### src/rtl/data_mem_ctrl.sv
// Data-memory controller: CPU MEM stage to synchronous block RAM plus an MMIO window.
// Byte/half/word accesses, byte-lane write enables, load extension, and a parameterised
// RAM read latency. The pipeline is held with stall until load data is valid.
module data_mem_ctrl #(
    parameter int unsigned ADDR_W      = 16,
    parameter int unsigned RAM_LATENCY = 1,
    parameter logic [31:0] MMIO_BASE   = 32'hFFFF_FC00
) (
    input  logic              sys_clk,
    input  logic              rst_n,
    input  logic              mem_read,
    input  logic              mem_write,
    input  logic [31:0]       mem_addr,
    input  logic [31:0]       mem_wd,
    input  logic [1:0]        mem_size,
    input  logic              mem_unsigned,
    output logic [31:0]       mem_data_o,
    output logic              stall,
    output logic              misaligned,
    output logic [ADDR_W-3:0] ram_addr,
    output logic [31:0]       ram_din,
    output logic [3:0]        ram_we,
    input  logic [31:0]       ram_dout,
    output logic [31:0]       io_addr,
    output logic              io_rd,
    output logic              io_wr,
    output logic [31:0]       io_wd,
    input  logic [31:0]       io_rdata,
    input  logic              io_ready
);

    typedef enum logic [1:0] {
        ST_IDLE,
        ST_WAIT,
        ST_DONE,
        ST_IO_WAIT
    } state_t;

    state_t      state;
    state_t      state_nx;
    logic [1:0]  cnt;
    logic [31:0] data_q;

    logic        is_word;
    logic        is_half;
    logic        is_io;
    logic        do_store;
    logic        do_load;
    logic [3:0]  lane_we;
    logic [31:0] load_ext;

    // Size 11 behaves as a word access.
    assign is_word    = mem_size[1];
    assign is_half    = (mem_size == 2'b01);
    assign misaligned = (is_half & mem_addr[0]) | (is_word & (mem_addr[1:0] != 2'b00));
    assign is_io      = (mem_addr >= MMIO_BASE);
    // A simultaneous read and write is treated as a store only.
    assign do_store   = mem_write & ~misaligned;
    assign do_load    = mem_read & ~mem_write & ~misaligned;

    assign ram_addr = mem_addr[ADDR_W-1:2];
    assign io_addr  = mem_addr;
    assign io_wd    = mem_wd;

    // Store lane enables and lane-replicated store data.
    always_comb begin
        lane_we = 4'b0000;
        ram_din = mem_wd;
        case (mem_size)
            2'b00: begin
                lane_we = 4'b0001 << mem_addr[1:0];
                ram_din = {4{mem_wd[7:0]}};
            end
            2'b01: begin
                lane_we = mem_addr[1] ? 4'b1100 : 4'b0011;
                ram_din = {2{mem_wd[15:0]}};
            end
            default: begin
                lane_we = 4'b1111;
                ram_din = mem_wd;
            end
        endcase
    end

    // Lane select and sign/zero extension of the captured load word.
    always_comb begin
        logic [7:0]  sel_b;
        logic [15:0] sel_h;
        case (mem_addr[1:0])
            2'b00:   sel_b = data_q[7:0];
            2'b01:   sel_b = data_q[15:8];
            2'b10:   sel_b = data_q[23:16];
            default: sel_b = data_q[31:24];
        endcase
        sel_h = mem_addr[1] ? data_q[31:16] : data_q[15:0];
        case (mem_size)
            2'b00:   load_ext = {{24{~mem_unsigned & sel_b[7]}}, sel_b};
            2'b01:   load_ext = {{16{~mem_unsigned & sel_h[15]}}, sel_h};
            default: load_ext = data_q;
        endcase
    end

    // State register with latency counter and load-data capture.
    always_ff @(posedge sys_clk or negedge rst_n) begin
        if (!rst_n) begin
            state  <= ST_IDLE;
            cnt    <= '0;
            data_q <= '0;
        end else begin
            state <= state_nx;
            case (state)
                ST_IDLE: begin
                    if (do_load && !is_io) cnt <= 2'(RAM_LATENCY - 1);
                end
                ST_WAIT: begin
                    if (cnt != 2'd0) cnt <= cnt - 2'd1;
                    else             data_q <= ram_dout;
                end
                ST_IO_WAIT: begin
                    if (io_ready && !mem_write) data_q <= io_rdata;
                end
                default: ;
            endcase
        end
    end

    // Next-state selection.
    always_comb begin
        state_nx = state;
        case (state)
            ST_IDLE: begin
                if (do_store && is_io)      state_nx = ST_IO_WAIT;
                else if (do_load && is_io)  state_nx = ST_IO_WAIT;
                else if (do_load)           state_nx = ST_WAIT;
            end
            ST_WAIT: begin
                if (cnt == 2'd0) state_nx = ST_DONE;
            end
            ST_DONE: state_nx = ST_IDLE;
            ST_IO_WAIT: begin
                if (io_ready) state_nx = mem_write ? ST_IDLE : ST_DONE;
            end
            default: state_nx = ST_IDLE;
        endcase
    end

    // Outputs; everything that could start or hold an access is forced low during reset.
    always_comb begin
        stall      = 1'b0;
        ram_we     = 4'b0000;
        io_rd      = 1'b0;
        io_wr      = 1'b0;
        mem_data_o = '0;
        case (state)
            ST_IDLE: begin
                if (do_store && !is_io) ram_we = lane_we;
                stall = do_load | (do_store & is_io);
            end
            ST_WAIT: stall = 1'b1;
            ST_DONE: mem_data_o = load_ext;
            ST_IO_WAIT: begin
                io_rd = ~mem_write;
                io_wr = mem_write;
                stall = mem_write ? ~io_ready : 1'b1;
            end
            default: ;
        endcase
        if (!rst_n) begin
            stall      = 1'b0;
            ram_we     = 4'b0000;
            io_rd      = 1'b0;
            io_wr      = 1'b0;
            mem_data_o = '0;
        end
    end

endmodule

### config.mk
export PLATFORM = sky130hd
export DESIGN_NAME = data_mem_ctrl
export DESIGN_NICKNAME = d
export VERILOG_FILES = /design/src/rtl/data_mem_ctrl.sv
export SDC_FILE = /design/constraint.sdc
export NUM_CORES = 1
export LEC_CHECK = 0
export CORE_MARGIN = 1.5
export CORE_UTILIZATION = 30
export DETAILED_ROUTE_END_ITERATION = 16
export PLACE_DENSITY = 0.78
export SLEW_MARGIN = 5
export SYNTH_ARGS = -nofsm -noshare
export SYNTH_HDL_FRONTEND = slang
export SYNTH_SLANG_ARGS = --single-unit
### constraint.sdc
create_clock -name sys_clk -period 2 [get_ports sys_clk]
set_input_delay 0.4 -clock sys_clk [delete_from_list [all_inputs] [get_ports sys_clk]]
set_output_delay 0.4 -clock sys_clk [all_outputs]
set_load 0.1 [all_outputs]
==> reports/qor_table.md <==
| Result | This run | Unit |
| --- | --- | --- |
| Leading cell types by count after synthesis | buf_4 (87), o21ai_0 (48), nand2_1 (46) | - |
| Initial standard-cell utilization of the core | 30.9 | % |
| Number of buffer and inverter stages on the critical path | 5 | - |
| Final-layout setup total negative slack | -11.78 | ns |
| Dpl hpwl | 12.5 | mm |
| Fin. max-slew vios | 0 | - |
| Global-route wire length before repair | 24.7 | mm |
| Detailed Route WL | 16.2 | mm |
| Buffer type at the clock tree root | clkbuf_16 | - |
| Share of the synthesized area in the top cell type | 25.6 | % |
| Status | complete, but fails checks | - |
| Number of inserted filler cells in the final layout | 727 | - |
| Ratio of cells with drive above 1 in the final layout | 53.9 | % |
| Achievable clock frequency | 409 | MHz |
| Standard cell core area | 11400 | sq um |
| Initial antenna violation count | 0 | - |
| Synthesized Nets | 556 | - |
| Seq cells post-synth | 36 | - |
| CP delay by family, top | buffers and inverters | - |
| Transition time at the pin with the least slew margin | 0.465 | ns |
| Die Span Y | 111 | microns |
| Worst Path Class, Setup | reg2out | - |
| Largest cells by area after synthesis | dfrtp_1 (26%), buf_4 (19%), mux2i_1 (11%), mux2_2 (7.7%), o21ai_0 (6.8%) | - |
| Share of synthesized area occupied by flip-flops and latches | 25.6 | % |
| Site row count | 39 | - |
| DRC viols | 0 | - |
| Sinks on the clock net | 36 | - |
| Top-level I/O count | 286 | - |
| Worst clock skew | 0.00309 | ns |
| Min-delay worst type | in2async | - |
| Initial DRT Pass Iterations | 5 | - |
| Via count of the first global-routing pass | 4663 | - |
| Count of distinct cell types in the synthesized netlist | 43 | - |
| Setup violations, final | 37 | - |
| Number of H-tree levels | 2 | - |
| Drt wl/cell | 19.5 | microns |
| Total number of yosys warnings | 0 | - |
| Worst Setup Slack, final | -0.442 | ns |
| Leak Pwr | 3.94 | nW |
| Hold WS | 0.219 | ns |
| Most frequent cell on the critical path | buf_6 | - |
| Via/cell ratio | 5.14 | - |
| Design area | 8550 | sq um |
| Period Utilization, post-route | 122 | % |
| Pre-CTS setup slack | -0.761 | ns |
| PortBufs | 261 | - |
| Leading cell type by number of instances after synthesis | buf_4 | - |
| Placed standard-cell area | 8060 | sq um |
| Library cell with the largest summed area after synthesis | dfrtp_1 | - |
| TritonCTS clock tree | built | - |
| Cell Chain, Critical Path | inv_4 > or3_4 > buf_6 > buf_6 > nor2_4 > clkbuf_16 > a21o_4 > buf_12 | - |
| Cts bufs inserted | 5 | - |
| Worst setup EP type | output port | - |
| Fin crit period | 2.44 | ns |
| Pin count of the biggest net entering global routing | 41 | - |
| Die boundary width | 111 | microns |
| Max-cap violations | 0 | - |
| Layout-stage area growth over the synthesis result | 143 | % |
| Worst-case headroom to the max-slew limit | 69.0 | % |
| Primary flip-flop cell chosen by synthesis mapping | dfrtp_1 | - |
| Via count | 4264 | - |
| Final hold violation count | 0 | - |
| Worst-path clk slew | 0.05 | ns |
| Mean area per synthesized cell | 8.41 | sq um |
| Initial DRC Count | 279 | - |
| CP peak stage delay | 0.39 | ns |
| Number of instances in the synthesized netlist | 419 | - |
| Die outline area | 12400 | sq um |
| Violated checks | setup timing | - |
| Pwr Total | 6.87 | mW |
| Final antenna-violating net count | 0 | - |
| Global-route usage over all layers | 24.9 | % |
| Clk_lat worst skew | 0.27 | ns |
| Global placer's final weighted congestion | 0.844 | - |
| Unrepaired setup endpoints after global routing | true | - |
| Nets | 824 | - |
| Kind of start point of the critical path | register | - |
| Clock Tree Buf Depth | 2 | - |
| Post-synthesis instance area | 3520 | sq um |
| Final antenna diode count | 0 | - |
| Max VDD drop | 0.000563 | V |
| Synth async-reset ratio | 100 | % |
| Crit path DAT | 2.04 | ns |
| Overflow after GRT | 0 | - |
| Power per Cell Area | 803 | nW/um^2 |
| Slowest library cell on the worst path | dfrtp_1 | - |
| Number of enable-type register cells in the synthesized netlist | 0 | - |
| Max Fanout on Critical Path | 7 | - |
| WP data required | 1.60 | ns |
-- final timing paths --
check                      startpoint             end  slack [ns]  cells after the start
min                             rst_n      data_q[10]        0.22                      2
min in group sys_clk        data_q[5]       data_q[5]        0.49                      2
min reg2reg                 data_q[5]       data_q[5]        0.49                      2
max reg2reg                  state[1]      data_q[15]        0.26                      6
max                          state[1]  mem_data_o[22]       -0.44                      8
max in group asynchronous       rst_n      data_q[25]        1.45                      2
-- logic make-up after synthesis --
group	count (synthesis)	synth area share (%)
buf+inv	120	22.6
compound gates	109	20.5
simple gates	88	11.3
mux	65	19.7
flops	36	25.6
fa+ha+maj	1	0.355
-- state kept, by name, indices dropped and copies added, names as in the netlist --
signal,cells
state,2
data_q,32
cnt,2
-- stage by stage --
| step | utilization [%] | instances |
|---|---|---|
| floorplan | - | 419 |
| CTS | 74.6 | 826 |
| detailed placement | 70.6 | 804 |
| finish | 74.9 | 830 |
| global placement | 70.6 | 804 |
| global route | 74.9 | 830 |
-- per-layer routing --
metal  wire length [microns]  global-route usage (%)  share of wire [%]
met5                       0                       0                  0
met4                     594                    10.0                3.7
met3                     898                    4.35                5.6
met2                    8880                    48.1                 55
met1                    5800                    26.7                 36
-- area by class of cell --
cell class	count	area (sq um)	share of cell area, %
Tap cell	143	179	2.09
Sequential cell	36	901	10.5
Clock buffer	6	129	1.51
Clock inverter	1	5.00	0.0585
Multi-Input combinational cell	263	2380	27.8
Inverter	8	37.5	0.439
Timing Repair Buffer	373	4920	57.6
-- repair_timing --
item / CTS / global route
gates cloned: 2 / 1
endpoints found under the setup margin: 54 / 39
hold buffers: 0 / 0
buffers inserted: 15 / 5
pin swaps: 21 / 23
resized for setup: 138 / 9
-- cell usage in the layout (no fill, tap or decap), types with 2 or more instances in the layout --
| master | Yosys | routed |
|---|---|---|
| buf_12 | 0 | 142 |
| clkdlybuf4s50_1 | 0 | 99 |
| buf_4 | 87 | 96 |
| nand2_1 | 46 | 43 |
| mux2i_1 | 40 | 40 |
| o21ai_0 | 48 | 38 |
| dfrtp_1 | 36 | 36 |
| mux2_2 | 24 | 23 |
| a21o_4 | 0 | 16 |
| buf_6 | 2 | 14 |
| nor2_4 | 0 | 12 |
| a21oi_4 | 0 | 9 |
| buf_2 | 3 | 9 |
| o21ai_2 | 0 | 8 |
| a22o_1 | 7 | 7 |
| a22oi_1 | 7 | 7 |
| a222oi_1 | 7 | 7 |
| clkbuf_16 | 0 | 7 |
| dlygate4sd2_1 | 0 | 6 |
| inv_1 | 7 | 5 |
| nand4_1 | 5 | 5 |
| and2_4 | 0 | 4 |
| o21ai_4 | 0 | 3 |
| nor2_1 | 15 | 3 |
| nand2_2 | 0 | 3 |
| nor2b_1 | 4 | 3 |
| nor3_4 | 0 | 3 |
| a2111oi_4 | 1 | 2 |
| a311oi_4 | 0 | 2 |
| a21oi_1 | 11 | 2 |
| o22ai_1 | 2 | 2 |
| clkbuf_2 | 0 | 2 |
-- power breakdown --
| part | total, mW | switching, mW | internal [mW] | leakage (nW) |
|---|---|---|---|---|
| Clock | 0.726 | 0.274 | 0.452 | 0.0667 |
| Sequential | 1.38 | 0.305 | 1.07 | 0.452 |
| Combinational | 4.77 | 2.76 | 2.01 | 3.42 |
| Total | 6.87 | 3.34 | 3.53 | 3.94 |
(Power assumes the default switching activity.)
